File: src/rtl/amiq_dvcon_red_rx.sv
// Red bus receiver: buffers each {field2,field1,field0} transaction in a small FIFO
// and replays it downstream as three 32-bit beats over valid/ready, with drop statistics.
module amiq_dvcon_red_rx #(
  parameter int DEPTH = 4,
  parameter int CNT_W = 16
) (
  input  logic                       clk,
  input  logic                       rst,
  input  logic                       valid,
  input  logic [31:0]                field0,
  input  logic [31:0]                field1,
  input  logic [31:0]                field2,
  output logic                       out_valid,
  input  logic                       out_ready,
  output logic [31:0]                out_data,
  output logic [1:0]                 out_beat,
  output logic                       out_last,
  output logic [$clog2(DEPTH):0]     fill,
  output logic [CNT_W-1:0]           rx_cnt,
  output logic [CNT_W-1:0]           drop_cnt,
  output logic                       overflow,
  input  logic                       clr_stats
);

  localparam int AW     = $clog2(DEPTH);
  localparam int FILL_W = AW + 1;
  localparam logic [FILL_W-1:0] FULL = FILL_W'(DEPTH);

  typedef enum logic [1:0] {
    BEAT0 = 2'd0,
    BEAT1 = 2'd1,
    BEAT2 = 2'd2
  } beat_e;

  function automatic logic [CNT_W-1:0] sat_inc(input logic [CNT_W-1:0] v);
    return (&v) ? v : v + CNT_W'(1);
  endfunction

  logic [95:0]       mem_q [DEPTH];
  logic [AW-1:0]     wr_ptr_q, wr_ptr_d;
  logic [AW-1:0]     rd_ptr_q, rd_ptr_d;
  logic [FILL_W-1:0] fill_q, fill_d;
  beat_e             state_q, state_d;
  logic [CNT_W-1:0]  rx_cnt_q, rx_cnt_d;
  logic [CNT_W-1:0]  drop_cnt_q, drop_cnt_d;
  logic              overflow_q, overflow_d;

  logic        not_empty;
  logic        hs;
  logic        pop;
  logic        push;
  logic        drop;
  logic [95:0] head;

  assign not_empty = (fill_q != '0);
  assign head      = mem_q[rd_ptr_q];
  assign hs        = not_empty & out_ready;
  assign pop       = hs & (state_q == BEAT2);
  // A full FIFO still takes a new entry when the head leaves on the same edge.
  assign push      = valid & ((fill_q != FULL) | pop);
  assign drop      = valid & ~push;

  always_comb begin
    state_d = state_q;
    if (hs) begin
      case (state_q)
        BEAT0:   state_d = BEAT1;
        BEAT1:   state_d = BEAT2;
        default: state_d = BEAT0;
      endcase
    end
  end

  always_comb begin
    wr_ptr_d = wr_ptr_q;
    rd_ptr_d = rd_ptr_q;
    fill_d   = fill_q;
    if (push) wr_ptr_d = wr_ptr_q + AW'(1);
    if (pop)  rd_ptr_d = rd_ptr_q + AW'(1);
    case ({push, pop})
      2'b10:   fill_d = fill_q + FILL_W'(1);
      2'b01:   fill_d = fill_q - FILL_W'(1);
      default: fill_d = fill_q;
    endcase
  end

  // An event in the clearing cycle survives the clear as a count of one.
  always_comb begin
    rx_cnt_d   = rx_cnt_q;
    drop_cnt_d = drop_cnt_q;
    overflow_d = overflow_q | drop;
    if (clr_stats) begin
      rx_cnt_d   = push ? CNT_W'(1) : '0;
      drop_cnt_d = drop ? CNT_W'(1) : '0;
      overflow_d = drop;
    end else begin
      if (push) rx_cnt_d   = sat_inc(rx_cnt_q);
      if (drop) drop_cnt_d = sat_inc(drop_cnt_q);
    end
  end

  always_ff @(posedge clk or posedge rst) begin
    if (rst) begin
      wr_ptr_q   <= '0;
      rd_ptr_q   <= '0;
      fill_q     <= '0;
      state_q    <= BEAT0;
      rx_cnt_q   <= '0;
      drop_cnt_q <= '0;
      overflow_q <= 1'b0;
    end else begin
      wr_ptr_q   <= wr_ptr_d;
      rd_ptr_q   <= rd_ptr_d;
      fill_q     <= fill_d;
      state_q    <= state_d;
      rx_cnt_q   <= rx_cnt_d;
      drop_cnt_q <= drop_cnt_d;
      overflow_q <= overflow_d;
    end
  end

  always_ff @(posedge clk) begin
    if (push) mem_q[wr_ptr_q] <= {field2, field1, field0};
  end

  // Storage is never reset, so every beat output is gated by occupancy.
  always_comb begin
    out_data = '0;
    if (not_empty) begin
      case (state_q)
        BEAT0:   out_data = head[31:0];
        BEAT1:   out_data = head[63:32];
        default: out_data = head[95:64];
      endcase
    end
  end

  assign out_valid = not_empty;
  assign out_beat  = not_empty ? state_q : 2'd0;
  assign out_last  = not_empty & (state_q == BEAT2);
  assign fill      = fill_q;
  assign rx_cnt    = rx_cnt_q;
  assign drop_cnt  = drop_cnt_q;
  assign overflow  = overflow_q;

endmodule

File: config.mk
export PLATFORM = sky130hd
export DESIGN_NAME = amiq_dvcon_red_rx
export DESIGN_NICKNAME = d
export VERILOG_FILES = /design/src/rtl/amiq_dvcon_red_rx.sv
export SDC_FILE = /design/constraint.sdc
export NUM_CORES = 1
export LEC_CHECK = 0
export ABC_AREA = 1
export ABC_CLOCK_PERIOD_IN_PS = 6700
export CAP_MARGIN = 10
export CORE_UTILIZATION = 35
export DETAILED_ROUTE_END_ITERATION = 10
export GPL_ROUTABILITY_DRIVEN = 0
export GPL_TIMING_DRIVEN = 0
export HOLD_SLACK_MARGIN = 0.15
export PLACE_DENSITY_LB_ADDON = 0.08
export SLEW_MARGIN = 5
export SYNTH_ARGS = -nofsm -noshare
export SYNTH_HDL_FRONTEND = slang
export SYNTH_SLANG_ARGS = --single-unit
File: constraint.sdc
create_clock -name clk -period 6.7 [get_ports clk]
set_clock_uncertainty 0.15 [all_clocks]
set_input_delay 0.67 -clock clk [delete_from_list [all_inputs] [get_ports clk]]
set_output_delay 0.67 -clock clk [all_outputs]
set_load 0.005 [all_outputs]
==> impl_results.md <==
* Vias in the first global route at 12100
* Post-place setup slack at 2.67 ns
* Most frequent cell after synthesis: edfxtp_1
* GRT met3 Usage at 3.56%
* Synth area leaders: edfxtp_1 (65%), dfrtp_1 (5.9%), nand2_1 (5.8%)
* Final Instance Area at 22400 µm²
* Synth cell count leaders: edfxtp_1 (384), nand2_1 (278), nor2_1 (203), o21ai_0 (138), o211ai_1 (69)
* Die width at 228 µm
* CORE AREA at 50300 µm²
* TritonCTS clock tree: yes
* Max FO, Critical Path at 10
* Slew Viols, Final at 0
* Die area at 51900 µm²
* Max Root-Sink Buffers at 3
* Setup-failing EPs final at 0
* Final min period at 4.66 ns
* Detail-routed via count per cell at 5.03
* NetSw at 3610 µW
* Final Util at 44.5%
* Crit path capture type: primary output
* R2R Setup Slk at 3.60 ns
* Maximum vdd drop at 0.213 mV
* Hold-fix buffers at CTS at 0
* Routed Antenna Nets at 0
* Leak pwr at 0.00798 µW
* Clock share of power at 25.5%
* Mapped Cells at 1487
* Max Cap Violations at 0
* GRT overflow at 0
* Clk slew on worst S/H paths at 0.06 ns
* Initial core utilization at 35.5%
* Cell Area, Placed at 20900 µm²
* Pin count of the biggest net entering global routing at 32
* Req. time, crit path at 5.88 ns
* Status: finished clean
* Final WL at 53.7 mm
* Post-synth top area cell: edfxtp_1
* Sequential share of power at 36.3%
* Max-slew headroom at 40.0%
* Cells resized by post-CTS repair at 0
* Post-synthesis sequential area ratio at 70.5%
* Share of cells above drive strength 1 at 11.4%
* CTS sink cnt at 426
* Die H at 228 µm
* 1st-pass router iterations at 5
* I/O Buffers at 170
* DR DRC count at 0
* Reg-to-reg startpoint: fill[0]
* Syn Nets at 1595
* Avg Cell Area, Syn at 12.0 µm²
* # IOs at 173
* DR WL/cell at 22.0 µm
* Final worst slack at 2.04 ns
* CTS H-tree lvls at 2
* Rows at 82
* Synth top area share at 64.6%
* Grt met1 use at 28.7%
* First-pass GRT wire length at 79.3 mm
* Met2 usage at 32.5%
* Clk root buf: clkbuf_16
* Layout area overhead at 25.4%
* Period Utilization, post-route at 69.6%
* RSZ-0062 raised after global routing: no
* Net Sw Frac at 36.8%
* Pwr/cell area at 438 nW/µm²
* Post-synth ARST share at 9.86%
* CP endpoint: out_data[7]
* Worst setup path start: state_q[1]
* Top Usage Layer GRT: met2
* P_int at 6210 µW
* Worst EP arrival at 3.84 ns
* TritonCTS buffer count at 49
* Violation count after the first detailed-route iteration at 1002
* Worst reg2reg endpoint: mem_q[3][73]
* Clock Latency Late Sink at 0.59 ns
* HPWL after DPL at 37.0 mm
* Fin nets at 1836
* Post-CTS Setup Inserts at 0
* Gr usage total at 20.6%
* Antenna violations before repair at 3
* Top FF cell, synth: edfxtp_1
* Yosys reg bits at 426
* Routed via count at 12300
* Worst slew pin tran at 0.899 ns
* Gate power share at 38.1%
* WS Path Type: flop to primary output
* Post-synthesis cell type count at 39
* Hold crit path type: primary input to async pin
* Syn Std Cell Area at 17900 µm²
* Fmax at 0.214 GHz
* Yosys warning count at 0
* # placed instances at 2349
* Post-route insts no fill at 2442
* Reg2Reg Depth at 10
* EDFF count, synth at 384
* Final-report hold violation count at 0
* Critical Path Start Type: flop
placed cells by master, fill, tap and decap left out, drive strengths merged, types with 14 or more instances in the layout:
master,count
a21oi,53
buf,67
clkbuf,101
clkdlybuf4s50,170
clkinv,23
dfrtp,42
edfxtp,384
inv,42
nand2,289
nand3,47
nand4,14
nor2,210
o211ai,69
o21ai,151
o221ai,33
or2,36
xor2,15
metal layers:
layer  vias up  wire length (µm)
met3        73              3000
met1      6030             24200
met5         -                27
li1       5818                 -
met4         4              1380
met2       370             25100
cell families (layout without fill, tap and decap cells):
family / Yosys count / count (layout) / share of synthesized area [%]
simple gates: 601 / 601 / 14.3
flops: 426 / 426 / 70.5
compound gates: 311 / 311 / 10.5
buf+inv: 126 / 407 / 3.34
xor+xnor: 16 / 16 / 0.785
fa+ha+maj: 7 / 7 / 0.533
other cells: 0 / 2 / 0
cell type report:
type,count,area [µm²]
clock buffers,63,1290
inverters,41,154
flip-flops and latches,426,12600
clock inverters,28,200
repair buffers,190,2180
diodes,2,5.00
well taps,672,841
plain buffers,85,442
multi-input cells,935,4700
fillers,4704,27900
per-stage QoR:
stage / power (µW) / hold slack (ns) / setup TNS, ns
after global placement: 7340 / 0.367 / -1311.14
after CTS: 9920 / 0.180 / 0
after detailed placement: 7400 / 0.367 / 0
after global routing: 10300 / 0.205 / 0
final: 9820 / 0.206 / 0
after floorplan: 5460 / 0.324 / 0
sequential cells by signal, indices dropped and copies added, names as in the netlist:
signal,flops
fill,3
wr_ptr_q,2
rd_ptr_q,2
rx_cnt,16
state_q,2
drop_cnt,16
overflow,1
mem_q,384
worst min path at each step:
stage | start | to | slack, ns | cells past startpoint
2_1_floorplan | overflow | overflow | 0.32 | 2
3_3_place_gp | overflow | overflow | 0.37 | 2
3_5_place_dp | overflow | overflow | 0.37 | 2
4_1_cts | rst | rx_cnt[8] | 0.18 | 2
5_1_grt | rst | rx_cnt[8] | 0.20 | 2
6_report | rst | rx_cnt[7] | 0.21 | 2
worst max-delay path, stage by stage, from the launching register on:
cell and delay, ns:
dfrtp_1 0.36, buf_4 0.18, nor2_2 0.60, clkbuf_1 0.74
o21ai_0 0.51, nand2_1 0.30, nor2_1 0.08, clkdlybuf4s50_1 0.46
power by group through the flow:
stage / Sequential (µW) / Clock, µW / Combinational (µW)
after CTS: 3570 / 2560 / 3800
final: 3570 / 2510 / 3750
after global placement: 3770 / 0 / 3560
after global routing: 3610 / 2650 / 4090
after floorplan: 3670 / 0 / 1790
after detailed placement: 3620 / 0 / 3780
Note: power is estimated with default switching activity, not from simulation.
